### config.mk
export PLATFORM = sky130hd
export DESIGN_NAME = memory_bus_interface
export DESIGN_NICKNAME = d
export VERILOG_FILES = /design/src/rtl/memory_bus_interface.sv
export SDC_FILE = /design/constraint.sdc
export NUM_CORES = 1
export LEC_CHECK = 0
export BUFFER_PORTS_ARGS = -buffer_cell sky130_fd_sc_hd__buf_2
export CELL_PAD_IN_SITES_DETAIL_PLACEMENT = 1
export CELL_PAD_IN_SITES_GLOBAL_PLACEMENT = 1
export CORE_MARGIN = 8
export CORE_UTILIZATION = 25
export DETAILED_ROUTE_END_ITERATION = 8
export GPL_ROUTABILITY_DRIVEN = 0
export HOLD_SLACK_MARGIN = 0.02
export PLACE_DENSITY_LB_ADDON = 0.1
export SYNTH_ARGS = -nofsm -noshare
export SYNTH_HDL_FRONTEND = slang
export SYNTH_SLANG_ARGS = --single-unit
export TNS_END_PERCENT = 50
### constraint.sdc
create_clock -name clk -period 1.7 [get_ports clk]
set_clock_uncertainty 0.15 [all_clocks]
set_input_delay 0.17 -clock clk [delete_from_list [all_inputs] [get_ports clk]]
set_output_delay 0.17 -clock clk [all_outputs]
set_load 0.01 [all_outputs]
### src/rtl/memory_bus_interface.sv
// Memory bus interface: turns one-shot read/write requests into registered
// memory strobes, waits for memReady, and aborts with a sticky timeout flag.
module memory_bus_interface #(
    parameter int unsigned TIMEOUT_CYCLES = 16
) (
    input  logic        clk,
    input  logic        rst,
    input  logic [7:0]  addrLow,
    input  logic [7:0]  addrHigh,
    input  logic [7:0]  dataOut,
    input  logic        readRequest,
    input  logic        writeRequest,
    input  logic        clearError,
    input  logic        memReady,
    input  logic [7:0]  memReadData,
    output logic [15:0] memAddress,
    output logic [7:0]  memWriteData,
    output logic        memRead,
    output logic        memWrite,
    output logic [7:0]  dataIn,
    output logic        stall,
    output logic        done,
    output logic        timeout
);

    typedef enum logic {
        IDLE,
        ACCESS
    } state_t;

    localparam logic [7:0] LAST_WAIT = 8'(TIMEOUT_CYCLES - 1);

    state_t      state_q, state_d;
    logic [15:0] mem_address_q, mem_address_d;
    logic [7:0]  mem_write_data_q, mem_write_data_d;
    logic        mem_read_q, mem_read_d;
    logic        mem_write_q, mem_write_d;
    logic [7:0]  data_in_q, data_in_d;
    logic        done_q, done_d;
    logic        timeout_q, timeout_d;
    logic [7:0]  wait_cnt_q, wait_cnt_d;

    always_comb begin
        state_d          = state_q;
        mem_address_d    = mem_address_q;
        mem_write_data_d = mem_write_data_q;
        mem_read_d       = mem_read_q;
        mem_write_d      = mem_write_q;
        data_in_d        = data_in_q;
        wait_cnt_d       = wait_cnt_q;
        done_d           = 1'b0;
        // Clear first so a timeout raised below in the same cycle overrides it.
        timeout_d        = timeout_q & ~clearError;

        case (state_q)
            IDLE: begin
                if (readRequest || writeRequest) begin
                    state_d          = ACCESS;
                    mem_address_d    = {addrHigh, addrLow};
                    mem_write_data_d = dataOut;
                    mem_write_d      = writeRequest;
                    mem_read_d       = ~writeRequest;
                    wait_cnt_d       = '0;
                end
            end
            ACCESS: begin
                if (memReady) begin
                    state_d     = IDLE;
                    mem_read_d  = 1'b0;
                    mem_write_d = 1'b0;
                    done_d      = 1'b1;
                    if (mem_read_q) begin
                        data_in_d = memReadData;
                    end
                end else if (wait_cnt_q == LAST_WAIT) begin
                    state_d     = IDLE;
                    mem_read_d  = 1'b0;
                    mem_write_d = 1'b0;
                    done_d      = 1'b1;
                    timeout_d   = 1'b1;
                    if (mem_read_q) begin
                        data_in_d = 8'hFF;
                    end
                end else if (wait_cnt_q != 8'hFF) begin
                    wait_cnt_d = wait_cnt_q + 8'd1;
                end
            end
            default: state_d = IDLE;
        endcase
    end

    always_ff @(posedge clk or posedge rst) begin
        if (rst) begin
            state_q          <= IDLE;
            mem_address_q    <= '0;
            mem_write_data_q <= '0;
            mem_read_q       <= 1'b0;
            mem_write_q      <= 1'b0;
            data_in_q        <= '0;
            done_q           <= 1'b0;
            timeout_q        <= 1'b0;
            wait_cnt_q       <= '0;
        end else begin
            state_q          <= state_d;
            mem_address_q    <= mem_address_d;
            mem_write_data_q <= mem_write_data_d;
            mem_read_q       <= mem_read_d;
            mem_write_q      <= mem_write_d;
            data_in_q        <= data_in_d;
            done_q           <= done_d;
            timeout_q        <= timeout_d;
            wait_cnt_q       <= wait_cnt_d;
        end
    end

    assign memAddress   = mem_address_q;
    assign memWriteData = mem_write_data_q;
    assign memRead      = mem_read_q;
    assign memWrite     = mem_write_q;
    assign dataIn       = data_in_q;
    assign done         = done_q;
    assign timeout      = timeout_q;
    // Reset gating keeps stall low even if requests are driven during reset.
    assign stall        = ~rst & ((state_q == ACCESS) | readRequest | writeRequest);

endmodule
Yosys cells after proc, flatten, opt, wreduce, memory -nomap -nowiden
Index checks and enable logic that the tools add are counted.
- register bits after elaboration: 45
- bits of input ports: 38
- output and inout port bits: 37
- add/subtract/negate cells: 1
- equality and inequality tests: 7
- mux-type cells: 25
- bitwise gates (word level): 8
- reduce and logical (&&, ||, !) cells: 6
- operators with widths (operator ; count):
    2-to-1 mux 8 bit ; 8
    one-hot mux 8 bit (2 select lines) ; 1
    2-to-1 mux 1 bit ; 13
    adder 8 x 1 -> 8 bit, second input constant ; 1
    equality test 8 x 4 -> 1 bit, second input constant ; 1
    inequality test 8 bit, second input constant ; 1
    inequality test 2 bit, second input constant ; 3
    one-hot mux 1 bit (2 select lines) ; 3
    inverter 1 bit ; 4
    AND reduction 2 bit ; 2
    AND reduction 4 bit ; 1
    inequality test 3 x 2 -> 1 bit, second input constant ; 1
    AND reduction 3 bit ; 1
    AND 1 bit ; 2
    inequality test 2 x 1 -> 1 bit, second input constant ; 1
    OR 1 bit ; 2
    nonzero test 2 bit ; 1
    logical OR 1 bit ; 1

Longest topological paths before layout
- depth after elaboration: 5
- depth in mapped cells: 6

Worst setup path after synthesis
Ideal clock, no wire load.
- path kind: register -> register
- start point: register wait_cnt_q[7]
- end point: register wait_cnt_q[7]
- library setup time: 124 ps
- arrival time: 1450 ps
- setup slack: -24 ps
- cell stages (with the launch flop): 5
- path buffers: 0
- clock period less this slack: 1724 ps
- cell sequence: dfrtp_1 > or4_4 > a21oi_4 > nor3_1 > a211o_1
- longest elaborated chain between the ends: 5
- elaborated cells on any way between the ends: 10
- classes of those cells: add/sub (1); eq/ne (4); mux (4); reduce/logical (1)
- RTL lines (item ; RTL line ; source):
    from (decl) ; 41 ; logic [7:0] wait_cnt_q, wait_cnt_d;
    from (signal assigned) ; 112 ; wait_cnt_q <= wait_cnt_d;
    adder 8 x 1 -> 8 bit ; 85 ; wait_cnt_d = wait_cnt_q + 8'd1;
    2-to-1 mux 8 bit ; 84 ; end else if (wait_cnt_q != 8'hFF) begin
    2-to-1 mux 8 bit ; 75 ; end else if (wait_cnt_q == LAST_WAIT) begin
    2-to-1 mux 8 bit ; 67 ; if (memReady) begin
    one-hot mux 8 bit (2 select lines) ; 55 ; case (state_q)
Several ways; a longest one is shown, not always the timed one. The select of a mux whose other input is x is not followed.
A chain may end at the register's enable or synchronous reset.

Worst setup path in the final report
- start point: register wait_cnt_q[7]
- end point: register data_in_q[4] (netlist: dataIn[4])
- longest elaborated chain between the ends: 3
- RTL lines (item ; RTL line ; source):
    equality test 8 x 4 -> 1 bit ; 75 ;
    nonzero test 2 bit (no source line) ; - ;
    AND reduction 3 bit (no source line) ; - ;
    to (signal assigned) ; 109 ; data_in_q <= data_in_d;
    to (decl) ; 38 ; logic [7:0] data_in_q, data_in_d;
No other way between the ends.

==> impl_metrics.tcl <==
set metrics [dict create \
    status "finished with violations" \
    violations "negative setup slack" \
    crit_path_end_kind "flop" \
    cp-start-kind "flop" \
    total_power_w 0.00307 \
    clock_latency_ns 0.29 \
    hp-class "input port to flop" \
    viasPerCell 4.30 \
    die_height_um 104 \
    leakagePower_nw 1.56 \
    syn_to_final_growth_pct 54.4 \
    synthFlopType "dfrtp_1" \
    path_cells "or4_4 > o21ba_4 > nor2_8 > o22a_2" \
    grtUsageMet1_pct 12.9 \
    avgSynthCellArea_um2 10.2 \
    grt_max_degree 28 \
    synth_xor_area_share_pct 0 \
    yosysWarnings 0 \
    track_usage_pct 12.0 \
    synth_fa_ha_area_share_pct 0.649 \
    relSlewSlack_pct 76.0 \
    ir_drop_mv 0.323 \
    start_util_pct 25.4 \
    cp_data_arrival_time_ns 1.82 \
    hold_viol 0 \
    grt_util_met2_pct 21.9 \
    ant_nets 0 \
    ioPinCount 75 \
    finalCritPeriodShare_pct 102 \
    cts-buffers-inserted 5 \
    syn_inst 190 \
    cpPeakStageDelay_ns 0.59 \
    crit_required_ns 1.78 \
    reg2regPathDepth 4 \
    tightest_slew_ns 0.360 \
    synthMuxAreaShare_pct 1.69 \
    drive_gt1_share_pct 38.4 \
    die_x_um 104 \
    synth-async-reset-ratio_pct 100 \
    coreArea_um2 7610 \
    seqCellArea_um2 1130 \
    synth_common_cells "nand2_1 (74), dfrtp_1 (45), o22a_2 (8), nor2_1 (7), inv_1 (6)" \
    antenna_cells 0 \
    final_max_slew_viol_count 0 \
    dieArea_um2 10800 \
    port_buffers 74 \
    clkSinkCount 45 \
    top_usage_layer "met2" \
    max_freq_mhz 575 \
    synth_seq_area_share_pct 58.4 \
    grt_pass1_vias 2108 \
    setup_violations 10 \
    hpwl_mm 4.33 \
    use_met3_pct 4.15 \
    synth_edf_count 0 \
    vias 1806 \
    setup_slack_ns -0.0379 \
    drc 0 \
    routed_wl_mm 6.24 \
    rsz0062_at_grt "yes" \
    syn-cell-area_um2 1930 \
    drt_iter0_markers 26 \
    rows 32 \
    holdPathStages 3 \
    yosysMostFrequentCell "nand2_1" \
    avgRoutedWirePerCell_um 14.9 \
    syn-num-nets 229 \
    cp_max_fo 8 \
    yosys_register_bits 45 \
    min_period_ns 1.74 \
    yosysTopAreaCell "dfrtp_1" \
    synth_top_area_share_pct 58.4 \
    overflow 0 \
    synth-simple-area-share_pct 22.1 \
    path_class "flop to flop" \
    cts_tree "yes" \
    htreeDepth 2 \
    multi_input_area_um2 763 \
    antenna_found_initial 0 \
    clockBufferDepth 2 \
    fillCellCount 918 \
    tns_ns -0.300 \
    clk_pin_slew_ns 0.08 \
    cts-root-buf "clkbuf_8" \
    power_density_nw_per_um2 1030 \
    firstDrtPassIters 3 \
    maxCapViolCount 0 \
    crit_path_top_delay_cell "or4_4" \
    synth-compound-area-share_pct 14.3 \
    synth_top_family_by_area "simple AND/OR/NAND/NOR gates" \
    ys_types 34 \
    ys_top_cells_by_area "dfrtp_1 (58%), nand2_1 (14%), o22a_2 (4.2%), a22o_1 (1.8%), nor2_1 (1.4%)" \
    fin_nets 357 \
    grt_first_pass_wirelength_mm 10.7 \
]
critical path, delay by kind of cell, from the launching register on:
kind	cells	cell delay (ns)
AND/OR/NAND/NOR	2	0.73
AO/OA/AOI/OAI	2	0.41
flip-flops	1	0.39
power breakdown:
group          switching (W)  total, W  internal, W
Sequential          0.000150   0.00146      0.00131
Clock               0.000349  0.000672     0.000323
Combinational       0.000477  0.000944     0.000467
final timing paths:
check / startpoint / endpoint / slack (ns)
max reg2reg: wait_cnt_q[7] / dataIn[4] / -0.04
min reg2reg: memAddress[9] / memAddress[9] / 0.33
max: wait_cnt_q[7] / dataIn[4] / -0.04
min in group asynchronous: rst / memAddress[12] / 0.33
max in group asynchronous: rst / wait_cnt_q[0] / 0.76
min: writeRequest / memWrite / 0.03
cells in the final DEF (no fill, tap or decap), types with 2 or more instances in the layout:
cell and instances:
o21ai_0 3, clkbuf_8 6, a21oi_1 3, dlygate4sd3_1 34, buf_4 19, a22o_1 4
nand2b_1 2, mux2_2 2, nand3_1 3, a21o_1 3, nand4_1 2, nand2_1 74
dfrtp_1 45, nor3_1 3, o22a_2 8, nor2_1 7, buf_2 74, inv_1 5
routing by layer:
layer | share of wire, % | up-vias | wire length [um]
met2 | 54 | 33 | 3350
met1 | 40 | 877 | 2520
li1 | - | 894 | -
met4 | 0.58 | 0 | 36
met5 | 0 | - | 0
met3 | 5.3 | 2 | 333
flip-flops by register name (all words and copies together), names as in the netlist:
register      flops
done              1
memWrite          1
wait_cnt_q        8
memWriteData      8
state_q           1
dataIn            8
timeout           1
memAddress       16
memRead           1
logic make-up after synthesis:
family | after synthesis
flip-flops | 45
AO/OA/AOI/OAI | 31
AND/OR/NAND/NOR | 98
buffers and inverters | 12
multiplexers | 3
adder cells (fa/ha/maj) | 1
final cells by class:
class                           count  area share, %
Sequential cell                    45           37.8
Inverter                            6          0.756
Timing Repair Buffer              127           28.6
Multi-Input combinational cell    133           25.6
Tap cell                          102           4.28
Clock buffer                        7           2.90
metrics by stage:
step / hold slack (ns) / instance area [um^2] / std cells / setup slack [ns] / utilization, %
4_1_cts: 0.0216 / 2980 / 420 / -0.0531 / 39.1
2_1_floorplan: 0.125 / 1930 / 190 / 0.00850 / -
6_report: 0.0255 / 2980 / 420 / -0.0379 / 39.2
5_1_grt: 0.0483 / 2980 / 420 / -0.0824 / 39.2
3_5_place_dp: 0.0900 / 2530 / 378 / -0.0531 / 33.3
3_3_place_gp: 0.0909 / 2530 / 378 / -0.0195 / 33.3
what timing repair did:
item | in CTS | in global routing
hold buffers | 34 | 0
hold endpoints to repair | 78 | 0
endpoints found under the setup margin | 18 | 18
buffers inserted | 1 | 0
gates cloned | 0 | 0
pin swaps | 5 | 3
gates resized for setup | 2 | 1
No activity file was read; power rests on OpenSTA's default activity.
